--- config.mk ---
export PLATFORM = sky130hd
export DESIGN_NAME = var_delay_line
export DESIGN_NICKNAME = d
export VERILOG_FILES = /design/src/rtl/var_delay_line_pkg.sv /design/src/rtl/dl_ring_buf.sv /design/src/rtl/var_delay_line.sv
export SDC_FILE = /design/constraint.sdc
export NUM_CORES = 1
export LEC_CHECK = 0
export CAP_MARGIN = 20
export CORE_MARGIN = 2
export CORE_UTILIZATION = 40
export DETAILED_ROUTE_END_ITERATION = 7
export PLACE_DENSITY_LB_ADDON = 0.2
export REMOVE_ABC_BUFFERS = 1
export SYNTH_ARGS = -nofsm -noshare
export SYNTH_HDL_FRONTEND = slang
export SYNTH_SLANG_ARGS = --single-unit
--- constraint.sdc ---
create_clock -name i_clk -period 19.1 [get_ports i_clk]
set_input_delay 3.82 -clock i_clk [delete_from_list [all_inputs] [get_ports i_clk]]
set_output_delay 3.82 -clock i_clk [all_outputs]
set_load 0.02 [all_outputs]
--- src/rtl/var_delay_line_pkg.sv ---
// rtl/var_delay_line_pkg.sv - shared DSP sample width and sample type for the delay/FIR blocks
package var_delay_line_pkg;

  localparam int SAMPLE_W  = 25;
  localparam int DL_MAX_DELAY = 16;

  typedef logic signed [SAMPLE_W-1:0] sample_t;

endpackage

--- src/rtl/dl_ring_buf.sv ---
// rtl/dl_ring_buf.sv - DEPTH x WIDTH register file, one write port, one combinational read port
module dl_ring_buf #(
  parameter int WIDTH = 26,
  parameter int DEPTH = 16,
  parameter int AW    = 4
) (
  input  logic             i_clk,
  input  logic             i_reset,
  input  logic             i_we,
  input  logic [AW-1:0]    i_waddr,
  input  logic [WIDTH-1:0] i_wdata,
  input  logic [AW-1:0]    i_raddr,
  output logic [WIDTH-1:0] o_rdata
);

  logic [WIDTH-1:0] r_mem [DEPTH];

  always_ff @(posedge i_clk or posedge i_reset) begin
    if (i_reset) begin
      for (int i = 0; i < DEPTH; i++) r_mem[i] <= '0;
    end else if (i_we) begin
      r_mem[i_waddr] <= i_wdata;
    end
  end

  assign o_rdata = r_mem[i_raddr];

endmodule

--- src/rtl/var_delay_line.sv ---
// rtl/var_delay_line.sv - runtime-programmable delay line (D = delay_sel + 1) over a ring buffer
module var_delay_line
  import var_delay_line_pkg::*;
#(
  parameter int WIDTH     = SAMPLE_W,
  parameter int MAX_DELAY = DL_MAX_DELAY,
  parameter int AW        = $clog2(MAX_DELAY)
) (
  input  logic                    i_clk,
  input  logic                    i_reset,
  input  logic                    i_en,
  input  logic [AW-1:0]           i_delay_sel,
  input  logic signed [WIDTH-1:0] i_data_in,
  input  logic                    i_in_valid,
  output logic signed [WIDTH-1:0] o_data_out,
  output logic                    o_out_valid
);

  localparam logic [AW:0] FILL_MAX = (AW+1)'(MAX_DELAY);

  logic [AW-1:0] r_wr_ptr;
  logic [AW:0]   r_fill;
  logic [AW-1:0] r_d_reg;

  logic          w_flush;
  logic [AW:0]   w_fill_eff;
  logic [AW:0]   w_fill_next;
  logic [AW-1:0] w_rd_addr;
  logic          w_ready;
  logic [WIDTH:0] w_rd_data;

  // A delay change restarts the fill count so nothing written under the old delay can emerge.
  assign w_flush     = i_en && (i_delay_sel != r_d_reg);
  assign w_fill_eff  = w_flush ? '0 : r_fill;
  assign w_fill_next = w_flush ? (AW+1)'(1) :
                       ((r_fill == FILL_MAX) ? r_fill : r_fill + 1'b1);
  assign w_rd_addr   = r_wr_ptr - i_delay_sel;
  assign w_ready     = ({1'b0, i_delay_sel} <= w_fill_eff);

  dl_ring_buf #(
    .WIDTH (WIDTH + 1),
    .DEPTH (MAX_DELAY),
    .AW    (AW)
  ) u_ring_buf (
    .i_clk   (i_clk),
    .i_reset (i_reset),
    .i_we    (i_en),
    .i_waddr (r_wr_ptr),
    .i_wdata ({i_in_valid, i_data_in}),
    .i_raddr (w_rd_addr),
    .o_rdata (w_rd_data)
  );

  always_ff @(posedge i_clk or posedge i_reset) begin
    if (i_reset) begin
      r_wr_ptr    <= '0;
      r_fill      <= '0;
      r_d_reg     <= '0;
      o_data_out  <= '0;
      o_out_valid <= 1'b0;
    end else if (i_en) begin
      r_wr_ptr <= r_wr_ptr + 1'b1;
      r_fill   <= w_fill_next;
      r_d_reg  <= i_delay_sel;
      if (i_delay_sel == '0) begin
        o_data_out  <= i_data_in;
        o_out_valid <= i_in_valid;
      end else if (w_ready) begin
        o_data_out  <= w_rd_data[WIDTH-1:0];
        o_out_valid <= w_rd_data[WIDTH];
      end else begin
        o_data_out  <= '0;
        o_out_valid <= 1'b0;
      end
    end
  end

endmodule

==> key figures <==
Global route
  – Gr usage total: 19.0%
  – Vias in the first global route: 12000
  – Initial antenna violation count: 4
  – Pin count of the biggest net entering global routing: 133
  – Total grt overflow: 0
  – First-pass GRT wire length: 76600 um

Clock network
  – CTS clk-pin slew, worst paths: 0.06 ns
  – Setup bufs post-CTS: 0
  – Post-CTS Hold Buffers: 0
  – Skew-Pair Late Insertion Delay: 0.59 ns
  – CTS Buf Count: 51
  – CTS Buffer Depth: 3
  – Sink Count: 455
  – CTS H-tree depth: 2
  – Post-CTS sizing: 0
  – TritonCTS clock tree: built
  – Root buf cell: clkbuf_16

Pwr
  – Cell area power density: 185 nW/um^2
  – Leak: 10.4 nW
  – Logic gate share of total power: 40.4%
  – Clock power frac: 22.6%
  – Total power: 4.43 mW
  – Internal Power: 3.06 mW
  – Psw: 1.37 mW
  – Switching part of the total: 30.8%
  – IR drop worst, VDD: 0.0857 mV
  – Flop pwr share: 37.0%

Critical path
  – Most common cell on crit path: buf_4
  – Worst-path fanout max: 49
  – FF-to-FF setup slack: 14.80 ns
  – Critical path, cell by cell: clkdlybuf4s50_1, ha_4, fa_4, buf_4, buf_4, mux4_2, mux2i_1, mux2_2, o21ai_1
  – Critical path class: in2reg
  – CP endpoint kind: flop
  – Crit path DAT: 8.02 ns
  – CP required: 19.55 ns
  – Startpoint Class: input port
  – Slowest CP cell: fa_4
  – Slowest stage delay, CP: 0.92 ns

Floorplan
  – Core Box Area: 52300 um^2
  – Chip height: 234 um
  – Num rows: 84
  – Chip width: 234 um
  – Initial Util: 40.3%
  – Die area: 54500 um^2
  – Io pins: 59

Timing
  – Max Transition Viols Final: 0
  – Post-Route Setup TNS: 0 ns
  – Worst Skew: 0.0222 ns
  – Worst slew pin tran: 1.13 ns
  – Max-slew headroom: 24.1%
  – Highest Clock Rate: 132 MHz
  – Final setup fails: 0
  – Final period utilization: 39.6%
  – Min Clock Period, post-route: 7.56 ns
  – Unrepaired setup endpoints after global routing: false
  – Hold Fails Final Rpt: 0

Detailed routing
  – Post-DRT Antenna Nets: 0
  – DRC: 0
  – Routed WL: 50300 um
  – WL/cell: 23.9 um
  – Pre-antenna DRT Iters: 4
  – Vias per std cell: 5.46
  – Via count: 11500
  – DRT iter0 DRCs: 598

Synthesis
  – Unique masters post-synth: 43
  – Mean post-synth cell area: 15.7 um^2
  – Synth Register Bits: 455
  – Ys Warns: 0
  – Synth Instances: 1339
  – Sequential share of the synthesized area: 54.0%
  – Cell Area, Synth: 21100 um^2

Layout
  – Largest register by flop count: u_ring_buf.r_mem
  – Most frequent cells in the layout: 455 x dfrtp_1, 446 x mux2_2, 93 x mux4_2
  – Commonest non-fill, non-tap cell in the layout: dfrtp_1
  – Regs by FF count: u_ring_buf.r_mem (416), o_data_out (25), r_fill (5)
  – Filler cell count: 4590
  – Non-filler cells in the finished layout: 2100
  – Multi-input gate area: 9100 um^2
  – Layout cells sized above 1: 47.8%
  – Nets: 1418
  – Synthesis-to-layout area growth: 13.6%
  – Largest register FFs: 416
  – Storage cell area: 11400 um^2

Outcome
  – Run status: completed

Hold path
  – Hold Path Class: reg2reg

Place
  – Hpwl dp: 25900 um
  – Port-buffer cells: 58
  – Placed Instances: 2005
  – Placer Congestion: 0.712

Run
  – MaxCap Viol Count: 0
==> worst max-delay path: cells and delay by family <==
family                   cells  cell delay, ns
buffers and inverters        3            1.99
adder cells (fa/ha/maj)      2            1.16
multiplexers                 3            0.92
AO/OA/AOI/OAI                1            0.06
==> metrics by stage <==
stage               area (um^2)  setup slack, ns  util (%)  hold WS [ns]
global placement          22100            10.95      42.3         0.480
detailed placement        22200            10.87      42.4         0.486
global route              23900            11.35      45.7         0.507
floorplan                 20400             2.60         -         0.471
CTS                       23900            11.49      45.7         0.499
finish                    23900            11.54      45.7         0.497
==> per-layer routing <==
layer  part of all wire [%]  track usage, %  vias to the layer above
li1                       -               -                     5040
met5                  0.060               0                        -
met1                     48            28.0                     6187
met4                    1.6            4.21                        6
met2                     46            29.3                      173
met3                    4.0            3.60                       66
==> final timing paths <==
check | start | endpoint | cells past startpoint
min in group asynchronous | i_reset | u_ring_buf.r_mem[78] | 2
max | i_delay_sel[0] | o_data_out[10] | 9
min | u_ring_buf.r_mem[0] | u_ring_buf.r_mem[0] | 1
max in group asynchronous | i_reset | u_ring_buf.r_mem[13] | 4
max reg2reg | r_wr_ptr[0] | o_data_out[10] | 9
min reg2reg | u_ring_buf.r_mem[0] | u_ring_buf.r_mem[0] | 1
==> cells in the mapped netlist (all sizes together) <==
cell,count,share of area (%)
nor2,4,0.071
and3b,1,0.042
o41ai,1,0.042
nand2,24,0.43
a21oi,30,0.71
nand4,4,0.18
mux2i,53,2.5
ha,13,0.77
mux2,446,24
nor2b,26,0.77
nor3,1,0.048
nand3b,2,0.089
nand2b,1,0.030
o221ai,1,0.071
buf,67,2.2
clkbuf,39,0.78
nor4,1,0.030
and2,4,0.12
fa,1,0.095
xor2,2,0.17
dfrtp,455,54
and3,2,0.059
o22ai,1,0.030
o21ai,32,0.80
mux4,104,11
a22o,1,0.042
inv,10,0.18
nor3b,3,0.11
nand3,1,0.024
nor4b,1,0.042
xnor2,8,0.40
==> cell families after synthesis <==
| logic type | synth area share, % |
|---|---|
| adder cells (fa/ha/maj) | 0.867 |
| buffers and inverters | 3.12 |
| AO/OA/AOI/OAI | 1.69 |
| AND/OR/NAND/NOR | 2.04 |
| XOR/XNOR | 0.576 |
| flip-flops | 54.0 |
| multiplexers | 37.7 |
==> area by class of cell <==
cell class                 count  share of cell area (%)
sequential                   455                    47.6
clock inverter                12                   0.653
antenna                        1                  0.0105
multi-input combinational    768                    38.0
inverter                      10                   0.188
clock buffer                  81                    6.56
timing repair buffer          85                    3.44
tap                          688                    3.60
==> power groups by stage <==
stage	registers [mW]	clock network, mW	logic, mW
2_1_floorplan	1.61	0	1.44
6_report	1.64	0.999	1.79
3_3_place_gp	1.64	0	1.78
4_1_cts	1.64	1.03	1.82
3_5_place_dp	1.65	0	1.82
5_1_grt	1.69	1.06	1.94
(Power assumes the default switching activity.)
